**src/rtl/fxfl_pkg.sv**
```systemverilog
// Shared constants and types for the fixed/float conversion scheduler.
package fxfl_pkg;
  localparam int DATA_W_DEF = 32;
  localparam int POS_W_DEF  = 5;

  localparam logic OP_FIX2FLT = 1'b0;
  localparam logic OP_FLT2FIX = 1'b1;

  typedef enum logic [1:0] {IDLE, ISSUE, WAIT, RESP} state_t;
endpackage

```
**src/rtl/rr_arb2.sv**
```systemverilog
// Two-way round-robin arbiter: the requester not granted last wins a tie.
module rr_arb2 (
  input  logic [1:0] req,
  input  logic       last,
  output logic [1:0] gnt
);
  always_comb begin
    gnt = 2'b00;
    if (req[0] && (!req[1] || last)) gnt = 2'b01;
    else if (req[1])                 gnt = 2'b10;
  end
endmodule

```
**src/rtl/fixfloat_sched.sv**
```systemverilog
// Two-requester scheduler for a single fixed<->float converter, one job in flight.
// Optional watchdog in WAIT enabled by defining FXFL_TIMEOUT_EN.
module fixfloat_sched
  import fxfl_pkg::*;
#(
  parameter int DATA_W      = DATA_W_DEF,
  parameter int POS_W       = POS_W_DEF,
  parameter int TIMEOUT_CYC = 64
) (
  input  logic              clk,
  input  logic              rst,
  input  logic              req0_valid,
  input  logic              req1_valid,
  output logic              req0_ready,
  output logic              req1_ready,
  input  logic [DATA_W-1:0] req0_num,
  input  logic [DATA_W-1:0] req1_num,
  input  logic [POS_W-1:0]  req0_pos,
  input  logic [POS_W-1:0]  req1_pos,
  input  logic              req0_op,
  input  logic              req1_op,
  output logic              rsp_valid,
  output logic              rsp_id,
  output logic [DATA_W-1:0] rsp_result,
  output logic              rsp_err,
  output logic              cv_start,
  output logic [DATA_W-1:0] cv_targetnumber,
  output logic [POS_W-1:0]  cv_fixpointpos,
  output logic              cv_opcode,
  input  logic              cv_done,
  input  logic [DATA_W-1:0] cv_result
);
  state_t     state;
  logic       last;
  logic       job_id;
  logic [1:0] gnt;
  logic       wd_exp;

  rr_arb2 u_arb (
    .req  ({req1_valid, req0_valid}),
    .last (last),
    .gnt  (gnt)
  );

  assign req0_ready = (state == IDLE) && gnt[0];
  assign req1_ready = (state == IDLE) && gnt[1];

`ifdef FXFL_TIMEOUT_EN
  localparam int CNT_W = $clog2(TIMEOUT_CYC + 1);
  logic [CNT_W-1:0] wd_cnt;

  // wd_cnt holds the number of completed WAIT cycles; expiry on the last allowed one
  assign wd_exp = (state == WAIT) && (wd_cnt == CNT_W'(TIMEOUT_CYC - 1));

  always_ff @(posedge clk or negedge rst) begin
    if (!rst)               wd_cnt <= '0;
    else if (state == WAIT) wd_cnt <= wd_cnt + 1'b1;
    else                    wd_cnt <= '0;
  end
`else
  // watchdog compiled out; the parameter stays so both builds share one interface
  assign wd_exp = 1'b0 & (TIMEOUT_CYC > 0);
`endif

  always_ff @(posedge clk or negedge rst) begin
    if (!rst) begin
      state           <= IDLE;
      last            <= 1'b1;
      job_id          <= 1'b0;
      cv_start        <= 1'b0;
      cv_targetnumber <= '0;
      cv_fixpointpos  <= '0;
      cv_opcode       <= 1'b0;
      rsp_valid       <= 1'b0;
      rsp_id          <= 1'b0;
      rsp_result      <= '0;
      rsp_err         <= 1'b0;
    end else begin
      cv_start  <= 1'b0;
      rsp_valid <= 1'b0;
      case (state)
        IDLE: if (|gnt) begin
          cv_targetnumber <= gnt[1] ? req1_num : req0_num;
          cv_fixpointpos  <= gnt[1] ? req1_pos : req0_pos;
          cv_opcode       <= gnt[1] ? req1_op  : req0_op;
          job_id          <= gnt[1];
          cv_start        <= 1'b1;
          state           <= ISSUE;
        end
        ISSUE: state <= WAIT;
        // a result arriving on the expiry cycle takes priority over the timeout
        WAIT: if (cv_done) begin
          rsp_result <= cv_result;
          rsp_err    <= 1'b0;
          rsp_id     <= job_id;
          rsp_valid  <= 1'b1;
          state      <= RESP;
        end else if (wd_exp) begin
          rsp_result <= '0;
          rsp_err    <= 1'b1;
          rsp_id     <= job_id;
          rsp_valid  <= 1'b1;
          state      <= RESP;
        end
        RESP: begin
          last  <= rsp_id;
          state <= IDLE;
        end
        default: state <= IDLE;
      endcase
    end
  end
endmodule
```
**config.mk**
```make
export PLATFORM = sky130hd
export DESIGN_NAME = fixfloat_sched
export DESIGN_NICKNAME = d
export VERILOG_FILES = /design/src/rtl/fxfl_pkg.sv /design/src/rtl/rr_arb2.sv /design/src/rtl/fixfloat_sched.sv
export SDC_FILE = /design/constraint.sdc
export NUM_CORES = 1
export LEC_CHECK = 0
export CAP_MARGIN = 20
export CORE_MARGIN = 2
export CORE_UTILIZATION = 40
export DETAILED_ROUTE_END_ITERATION = 8
export GPL_TIMING_DRIVEN = 1
export PLACE_DENSITY = 0.84
export SETUP_SLACK_MARGIN = 0.2
export SYNTH_ARGS = -nofsm -noshare
export SYNTH_HDL_FRONTEND = slang
export SYNTH_SLANG_ARGS = --single-unit
```
**constraint.sdc**
```tcl
create_clock -name clk -period 3.2 [get_ports clk]
set_input_delay 0.64 -clock clk [delete_from_list [all_inputs] [get_ports clk]]
set_output_delay 0.64 -clock clk [all_outputs]
set_load 0.005 [all_outputs]
```
==> out/metrics.cfg, run 1 <==
[synth]
syn-num-nets = 423
syn_area_sq_mm = 0.00324
netlist_instances = 307
synth_area_leader_cell = dfrtp_1
yosys_warnings = 0
synth_top_area_frac = 0.586
yosys.cell_types.count = 24
ys_ff_latch = 77
synth_area_leaders = dfrtp_1 (59%), mux2_1 (9.7%), nand2_1 (9.3%)
synth_seq_area_share = 0.595
synth.avg_cell_area_sq_um = 10.6

[global_routing]
met1_usage = 0.237
grt_pass1_wl_um = 14400
grtUsageMet2 = 0.379
track_usage = 0.210
grt_busiest_layer = met2
antenna_found_initial = 0
use_met3 = 0.0562
grt_pass1_vias = 3010
grt-ovfl-total = 0
grt_start_max_net_pins = 78

[timing]
slew_headroom = 0.363
hold_ws_ns = 0.452
finClkSkew_ns = 0.00891
period_minus_slack_ns = 2.68
setup_ws_ns = 0.516
max_freq_mhz = 373
final-hold-violation-count = 0
fin_crit_sh = 0.839
worstMarginPinSlew_ns = 0.956
setup_viol = 0
report.final.slew_viol_count = 0
rsz0062_at_grt = no
setup_tns_ns = 0

[run]
maxCapViolations = 0

[drt]
routed_wl_um = 9170
vias = 2889
viasPerCell = 4.86
drtPass1Iterations = 4
wl_per_cell_um = 15.4
first_iter_violations = 100
drc_errors = 0
antenna_left = 0

[setup_path]
cp_top_family = buffers and inverters
cp_max_fo = 5
critPathSlowestCell = clkdlybuf4s50_1
cp_num_buf_inv = 2
critical_path_class = input pin to primary output
crit_arrival_ns = 2.04
startpoint_type = input pin
crit_top_cell = clkdlybuf4s50_1
path_cells = clkdlybuf4s50_1 > nand2_1 > a21oi_1 > clkdlybuf4s50_1
cpPeakStageDelay_ns = 0.60
crit_path_end_kind = primary output
cp.required_ns = 2.56

[outcome]
run_status = completed

[finish]
finalNetCount = 604
antenna_cells = 0
drive_gt1_frac = 0.0588
finalInstanceArea_sq_mm = 0.00540
syn_to_final_growth_pct = 66.4

[floorplanning]
core_sq_mm = 0.00781
die_y_um = 94.0
die_area_sq_mm = 0.00884
ioPinCount = 189
rows = 32
die_width_um = 94.0
initial_core_util = 0.415

[clock_network]
clock_latency_ns = 0.33
clkTransAtPathRegs_ns = 0.08
htree_num_levels = 3
post-cts-setup-buffers = 0
cts_sinks = 77
cts_buffers = 9
post_cts_resized = 0
cts_root_buffer = clkbuf_8
cts_tree = yes
cts_hold_buffers = 0
cts_buffer_depth = 2

[power_and_ir_drop]
leakage_nw = 2.27
powerDensity_mw_per_mm2 = 865
vdd_ir_drop_max_mv = 0.499

[placed_design]
hpwl_um = 6700
io_buffers = 187
place_ws_ns = 0.513
dpl_cell_area_sq_mm = 0.00516
gp_congestion = 0.700

[worst_hold_path]
hold_class = input pin to async pin

cells in the final DEF, fill, tap and decap left out, types with 2 or more instances in the layout:
cell type | Yosys | routed
a21oi_1 | 2 | 2
a31oi_1 | 38 | 38
buf_4 | 4 | 3
bufinv_16 | 0 | 2
clkbuf_8 | 0 | 11
clkdlybuf4s50_1 | 0 | 186
dfrtp_1 | 76 | 76
ha_1 | 3 | 3
inv_1 | 5 | 5
mux2_1 | 28 | 28
mux2_2 | 5 | 5
nand2_1 | 80 | 80
nor2_1 | 39 | 39
metal layers:
metal / up-vias / routed length (um)
li1: 1386 / -
met1: 1374 / 3520
met2: 114 / 4820
met3: 15 / 642
met4: 0 / 189
met5: - / 0
synth_stat cells:
master,count
nand2_1,80
dfrtp_1,76
nor2_1,39
a31oi_1,38
mux2_1,28
buf_2,12
inv_1,5
mux2_2,5
buf_4,4
ha_1,3
a21oi_1,2
buf_6,2
clkbuf_1,2
a21bo_2,1
a21boi_2,1
and2_1,1
conb_1,1
dfstp_2,1
nor2b_1,1
o21a_2,1
o21ai_0,1
o21ai_1,1
o21bai_1,1
o22a_1,1
power breakdown:
| part | internal (mW) | switching [mW] |
|---|---|---|
| Combinational | 1.30 | 0.811 |
| Sequential | 1.47 | 0.246 |
| Clock | 0.484 | 0.349 |
| Total | 3.26 | 1.41 |
state kept, by name (all words and copies together) (netlist names):
signal	flops
job_id	1
rsp_valid	1
cv_fixpointpos	5
cv_opcode	1
last	1
cv_start	1
state	2
cv_targetnumber	32
rsp_id	1
rsp_result	32
stage by stage:
step           cells   util  power [mW]
4_1_cts          595  0.691        4.73
6_report         595  0.691        4.67
5_1_grt          595  0.691        5.00
2_1_floorplan    307      -        2.57
3_5_place_dp     579  0.661        3.89
3_3_place_gp     579  0.661        3.80
cell type report:
class | instances | area [sq um]
well taps | 102 | 128
multi-input cells | 205 | 1180
flip-flops and latches | 77 | 1930
clock buffers | 11 | 151
clock inverters | 5 | 81.3
repair buffers | 190 | 1900
inverters | 5 | 18.8
fillers | 624 | 2410
path summary, 6_finish.rpt:
kind	from	to	slack [ns]	cells past startpoint
max	req0_valid	req0_ready	0.52	4
min	rst	rsp_result[0]$_DFFE_PN0P_	0.45	1
max reg2reg	state[0]$_DFFE_PN0P_	cv_targetnumber[8]$_DFFE_PN0P_	1.27	6
min reg2reg	rsp_result[11]$_DFFE_PN0P_	rsp_result[11]$_DFFE_PN0P_	0.49	1
max in group asynchronous	rst	cv_targetnumber[11]$_DFFE_PN0P_	2.13	1
min in group clk	rsp_result[11]$_DFFE_PN0P_	rsp_result[11]$_DFFE_PN0P_	0.49	1
cells by family after synthesis:
kind of cell / after synthesis / synth area share
other: 1 / 0.00116
AND/OR/NAND/NOR: 121 / 0.142
AO/OA/AOI/OAI: 47 / 0.0937
flip-flops: 77 / 0.595
buffers and inverters: 25 / 0.0428
adder cells (fa/ha/maj): 3 / 0.0116
multiplexers: 33 / 0.115
Note: power is estimated with default switching activity, not from simulation.
==> inputs of run 2 (changes only) <==
--- a/config.mk
+++ b/config.mk
@@ -7,10 +7,10 @@
 export LEC_CHECK = 0
 export CAP_MARGIN = 20
 export CORE_MARGIN = 2
-export CORE_UTILIZATION = 40
+export CORE_UTILIZATION = 34
 export DETAILED_ROUTE_END_ITERATION = 8
 export GPL_TIMING_DRIVEN = 1
-export PLACE_DENSITY = 0.84
+export PLACE_DENSITY = 0.76
 export SETUP_SLACK_MARGIN = 0.2
 export SYNTH_ARGS = -nofsm -noshare
 export SYNTH_HDL_FRONTEND = slang
==> constraint.sdc (replaced) <==
create_clock -name clk -period 2.2 [get_ports clk]
set_input_delay 0.44 -clock clk [delete_from_list [all_inputs] [get_ports clk]]
set_output_delay 0.44 -clock clk [all_outputs]
set_load 0.005 [all_outputs]
==> out/metrics.cfg, run 2 (synthesis results as in run 1) <==
[drt]
drc_errors = 0  ; unchanged
first_iter_violations = 60  ; -40%
vias = 2869  ; -0.69%
viasPerCell = 4.55  ; -6.4%
antenna_left = 0  ; unchanged
wl_per_cell_um = 14.0  ; -8.9%
routed_wl_um = 8860  ; -3.4%
drtPass1Iterations = 4  ; unchanged

[global_routing]
grt_pass1_wl_um = 13600  ; -4.9%
grt-ovfl-total = 0  ; unchanged
grt_start_max_net_pins = 47  ; -40%
track_usage = 0.170  ; -0.0401
antenna_found_initial = 0  ; unchanged
grt_pass1_vias = 2911  ; -3.3%

[finish]
finalNetCount = 613  ; +1.5%
layout_commonest_cell = clkdlybuf4s50_1
utilization = 0.595  ; -0.0964
syn_to_final_growth_pct = 69.4
reg_top3 = cv_targetnumber (32), rsp_result (32), cv_fixpointpos (5)
finalInstanceArea_sq_mm = 0.00549  ; +1.8%
antenna_cells = 0  ; unchanged
num-fill-cells = 810  ; +30%
fin_cells = 631  ; +6.1%
final_cell_mix = clkdlybuf4s50_1 (182), nand2_1 (80), dfrtp_1 (76)
drive_gt1_frac = 0.0797  ; +0.0209

[clock_network]
cts_tree = yes
clkTransAtPathRegs_ns = 0.09  ; about the same
cts_buffer_depth = 2  ; unchanged
cts_hold_buffers = 0  ; unchanged
clock_latency_ns = 0.34  ; about the same
cts_buffers = 9  ; unchanged
cts_root_buffer = clkbuf_8
cts_sinks = 77  ; unchanged
htree_num_levels = 3  ; unchanged

[placed_design]
gp_congestion = 0.736  ; +5.1%
io_buffers = 187  ; unchanged
hpwl_um = 6640  ; -0.83%
dpl_cell_area_sq_mm = 0.00529  ; +2.4%
placedCellCount = 613  ; +5.9%

[setup_path]
critical_path_class = register to primary output
cp.required_ns = 1.76  ; -0.80 ns
startpoint_type = register
crit_arrival_ns = 1.50  ; -0.54 ns
cp_max_fo = 4  ; -1
crit_path_end_kind = primary output

[timing]
hold_ws_ns = 0.0696  ; -0.383 ns
setup_viol = 0  ; unchanged
slew_headroom = 0.655  ; +0.292
report.final.slew_viol_count = 0  ; unchanged
rsz0062_at_grt = no
max_freq_mhz = 514
final-hold-violation-count = 0  ; unchanged
fin_crit_sh = 0.884
period_minus_slack_ns = 1.94
worstMarginPinSlew_ns = 0.517  ; -0.439 ns
finClkSkew_ns = 0.0113  ; +0.00243 ns

[floorplanning]
die_area_sq_mm = 0.0103  ; +17%
ioPinCount = 189  ; unchanged
die_width_um = 102  ; +8.1%
core_sq_mm = 0.00924  ; +18%
rows = 35  ; +9.4%
initial_core_util = 0.351  ; -0.0644
die_y_um = 102  ; +8.1%

[power_and_ir_drop]
leakage_nw = 2.31  ; +1.9%
vdd_ir_drop_max_mv = 0.558  ; +12%
power_mw = 6.71  ; +44%
powerDensity_mw_per_mm2 = 1220  ; +41%

[run]
maxCapViolations = 0  ; unchanged

[worst_hold_path]
hold_class = input pin to async pin

[outcome]
run_status = completed

-- run 2: cell types whose count changed in the layout (fill, tap and decap cells not counted), sizes merged --
cell,change
bufinv,-1
clkinv,+2
dlygate4sd2,+4
buf,+9
clkdlybuf4s50,-4
inv,-1
clkinvlp,+1
clkbuf,-1
-- run 2: worst max-delay path, stage by stage (launching register included) --
cell,delay (ns)
dfrtp_1,0.38
inv_2,0.06
ha_2,0.19
buf_4,0.15
and2_1,0.14
dlygate4sd2_1,0.26
-- run 2: metal layers --
| layer | track usage | vias to the layer above | routed length, um |
|---|---|---|---|
| met3 | 0.0442 | 18 | 662 |
| met5 | 0 | - | 0 |
| met1 | 0.201 | 1344 | 3570 |
| li1 | - | 1404 | - |
| met4 | 0.0738 | 0 | 216 |
| met2 | 0.290 | 103 | 4410 |
-- run 2: timing repair --
action | in CTS | in global routing
resized for setup | 6 | 1
endpoints found under the setup margin | 2 | 1
setup buffers | 2 | 0
-- run 2: through the flow --
step / setup TNS, ns / worst slack, ns
2_1_floorplan: 0 / 0.710
3_3_place_gp: -0.116 / -0.110
3_5_place_dp: -0.141 / -0.105
4_1_cts: 0 / 0.193
5_1_grt: 0 / 0.187
6_report: 0 / 0.256
-- run 2: power by group --
part | internal [mW] | leakage [nW] | switching [mW]
logic | 1.98 | 1.34 | 1.19
registers | 2.14 | 0.885 | 0.360
clock network | 0.523 | 0.0923 | 0.513
total | 4.65 | 2.31 | 2.06
-- run 2: worst paths after layout --
kind	startpoint	end	slack [ns]	cells after the start
worst max-delay path	state[0]$_DFFE_PN0P_	req1_ready	0.26	5
worst min-delay path	rst	cv_targetnumber[4]$_DFFE_PN0P_	0.07	1
worst max register to register	state[0]$_DFFE_PN0P_	cv_targetnumber[14]$_DFFE_PN0P_	0.58	7
worst min register to register	rsp_result[11]$_DFFE_PN0P_	rsp_result[11]$_DFFE_PN0P_	0.49	1
max in group asynchronous	rst	cv_targetnumber[5]$_DFFE_PN0P_	1.54	2
min in group clk	rsp_result[11]$_DFFE_PN0P_	rsp_result[11]$_DFFE_PN0P_	0.49	1
-- run 2: cell type report --
cell class                      instances  area, sq um  area share
Inverter                                5         18.8     0.00342
Clock buffer                           10          128      0.0232
Sequential cell                        77         1930       0.351
Timing Repair Buffer                  199         2000       0.365
Tap cell                              129          161      0.0294
Clock inverter                          6         63.8      0.0116
Multi-Input combinational cell        205         1190       0.217
==> inputs of run 3 (changes only) <==
--- a/config.mk
+++ b/config.mk
@@ -5,13 +5,17 @@
 export SDC_FILE = /design/constraint.sdc
 export NUM_CORES = 1
 export LEC_CHECK = 0
+export ABC_AREA = 1
 export CAP_MARGIN = 20
+export CELL_PAD_IN_SITES_DETAIL_PLACEMENT = 0
+export CELL_PAD_IN_SITES_GLOBAL_PLACEMENT = 1
 export CORE_MARGIN = 2
-export CORE_UTILIZATION = 34
+export CORE_UTILIZATION = 24
 export DETAILED_ROUTE_END_ITERATION = 8
 export GPL_TIMING_DRIVEN = 1
-export PLACE_DENSITY = 0.76
+export PLACE_DENSITY_LB_ADDON = 0.1
 export SETUP_SLACK_MARGIN = 0.2
 export SYNTH_ARGS = -nofsm -noshare
 export SYNTH_HDL_FRONTEND = slang
 export SYNTH_SLANG_ARGS = --single-unit
+export TNS_END_PERCENT = 30
==> out/metrics.cfg, run 3 <==
[floorplanning]
core_sq_mm = 0.0144  ; +56%
die_y_um = 125  ; +23%
initial_core_util = 0.243  ; -0.108
die_width_um = 125  ; +23%
ioPinCount = 189  ; unchanged
die_area_sq_mm = 0.0156  ; +51%
rows = 44  ; +26%

[global_routing]
antenna_found_initial = 0  ; unchanged
grt_start_max_net_pins = 43  ; -8.5%
track_usage = 0.144  ; -0.0260
grt_pass1_vias = 3587  ; +23%
grt_pass1_wl_um = 17900  ; +31%
grt-ovfl-total = 0  ; unchanged

[synth]
synth_area_leader_cell = dfrtp_1
synth_edf_count = 0  ; unchanged
synth_common_cells = nand2_1 (340), dfrtp_1 (76), buf_2 (9)
ys_ff_latch = 77  ; unchanged
synth-main-ff-cell = dfrtp_1
yosys_warnings = 0  ; unchanged
yosys.cell_count.top_type = nand2_1
syn-num-nets = 579  ; +37%
netlist_instances = 463  ; +51%
ys_async_sr_fraction = 1.00  ; unchanged
synth.avg_cell_area_sq_um = 7.58  ; -28%
synth_seq_area_share = 0.549  ; -0.0451
syn_area_sq_mm = 0.00351  ; +8.2%
yosys.cell_types.count = 21  ; -13%
synth_area_leaders = dfrtp_1 (54%), nand2_1 (36%), buf_6 (1.6%)
synth_top_area_frac = 0.542  ; -0.0445

[power_and_ir_drop]
power_frac_clock = 0.236  ; +0.082
power_mw = 7.16  ; +6.7%
p_seq_frac = 0.341  ; -0.032
leakage_nw = 2.99  ; +29%
switching_share = 0.314  ; +0.00652
internal_power_mw = 4.91  ; +5.7%
p_sw_mw = 2.24  ; +9.0%
powerDensity_mw_per_mm2 = 1210  ; -0.95%
comb_power_share = 0.423  ; -0.049
vdd_ir_drop_max_mv = 0.532  ; -4.6%

[timing]
setup_tns_ns = 0  ; unchanged
report.final.slew_viol_count = 0  ; unchanged
slew_headroom = 0.666  ; +0.0110
hold_ws_ns = 0.0603  ; -0.00933 ns
setup_viol = 0  ; unchanged
final-hold-violation-count = 0  ; unchanged
max_freq_mhz = 510  ; -0.82%
fin_crit_sh = 0.891  ; +0.00735
period_minus_slack_ns = 1.96  ; +0.0162 ns
finClkSkew_ns = 0.00424  ; -0.00710 ns
rsz0062_at_grt = yes
worstMarginPinSlew_ns = 0.501  ; -0.0165 ns

[clock_network]
cts_hold_buffers = 0  ; unchanged
clock_latency_ns = 0.34  ; about the same
post-cts-setup-buffers = 0  ; -2
cts_buffer_depth = 2  ; unchanged
cts_root_buffer = clkbuf_16
cts_buffers = 9  ; unchanged
cts_sinks = 77  ; unchanged
htree_num_levels = 3  ; unchanged
clkTransAtPathRegs_ns = 0.06  ; -0.03 ns
cts_tree = yes

[setup_path]
critical_path_class = input pin to primary output
crit_arrival_ns = 1.52  ; +0.02 ns
crit_path_end_kind = primary output
cp_max_fo = 2  ; -2
cp.required_ns = 1.76  ; about the same
cpPeakStageDelay_ns = 0.51  ; +0.13 ns
cp_top_family = buffers and inverters
critPathSlowestCell = clkdlybuf4s50_1
path_cells = clkdlybuf4s50_1 > inv_2 > a21oi_4 > nand2_1 > inv_1 > dlygate4sd2_1
startpoint_type = input pin
r2r_slack_ns = 0.69  ; +0.11 ns
rr_startpoint = last$_DFFE_PN1N_
ff2ff_path_depth = 8  ; +1
worst_r2r_endpoint = cv_targetnumber[30]$_DFFE_PN0P_
cp_num_buf_inv = 4  ; +1

[finish]
layout_commonest_cell = nand2_1
drive_gt1_frac = 0.0595  ; -0.0201
syn_to_final_growth_pct = 68.6
antenna_cells = 0  ; unchanged
finalInstanceArea_sq_mm = 0.00592  ; +7.7%
finalNetCount = 766  ; +25%
reg_top3 = cv_targetnumber (32), rsp_result (32), cv_fixpointpos (5)
final_cell_mix = nand2_1 (340), clkdlybuf4s50_1 (183), dfrtp_1 (76)

[outcome]
run_status = completed

[drt]
vias = 3414  ; +19%
routed_wl_um = 10700  ; +21%
viasPerCell = 4.07  ; -11%
antenna_left = 0  ; unchanged
wl_per_cell_um = 12.8  ; -8.7%
first_iter_violations = 91  ; +52%
drtPass1Iterations = 4  ; unchanged
drc_errors = 0  ; unchanged

[placed_design]
gp_congestion = 0.728  ; -0.98%
dpl_cell_area_sq_mm = 0.00558  ; +5.5%
hpwl_um = 7610  ; +15%
io_buffers = 187  ; unchanged

[run]
maxCapViolations = 0  ; unchanged

[worst_hold_path]
hold_class = input pin to async pin

[run 3: how the worst max path moves through the flow]
stage,startpoint,end,slack [ns],cells past startpoint
after floorplan,req1_valid,req1_ready,0.75,6
after global placement,req0_valid,req1_ready,-0.09,5
after detailed placement,req0_valid,req1_ready,-0.1,5
after CTS,state[0]$_DFFE_PN0P_,req0_ready,0.17,5
after global routing,req1_valid,req1_ready,0.16,6
final,req1_valid,req1_ready,0.24,6
[run 3: cell type report]
class / count / area, sq um
inverter: 8 / 30.0
fill: 1484 / 8510
clock inverter: 3 / 65.1
sequential: 77 / 1930
clock buffer: 13 / 280
tap: 184 / 230
timing repair buffer: 199 / 1980
multi-input combinational: 355 / 1410
[run 3: cells by family (layout without fill, tap and decap cells)]
kind of cell    Yosys count  after routing  synth area share
simple gates            347            347             0.376
flops                    77             77             0.549
buf+inv                  31            223            0.0524
compound gates            4              4            0.0107
fa+ha+maj                 3              3            0.0107
other cells               1              1           0.00107
[run 3: through the flow]
stage	worst slack, ns	util	cells
2_1_floorplan	0.750	-	463
3_3_place_gp	-0.0867	0.387	823
3_5_place_dp	-0.0977	0.387	823
4_1_cts	0.175	0.411	839
5_1_grt	0.159	0.410	839
6_report	0.239	0.410	839
[run 3: metal layers]
metal | routed length, um | global-route usage | share of wire
met1 | 4620 | 0.168 | 0.43
met2 | 5010 | 0.239 | 0.47
met3 | 935 | 0.0670 | 0.087
met4 | 184 | 0.0418 | 0.017
met5 | 0 | 0 | 0
[run 3: power by group through the flow]
stage	Combinational (mW)	Clock (mW)	Sequential, mW
floorplan	1.20	0	2.49
global placement	3.09	0	2.44
detailed placement	3.11	0	2.45
CTS	3.12	1.77	2.45
global route	3.40	1.81	2.55
finish	3.03	1.69	2.44
[run 3: what timing repair did]
action                                 4_1_cts  5_1_grt
setup endpoints to repair                    2        2
endpoints found under the hold margin        0        0
resized for setup                            4        2
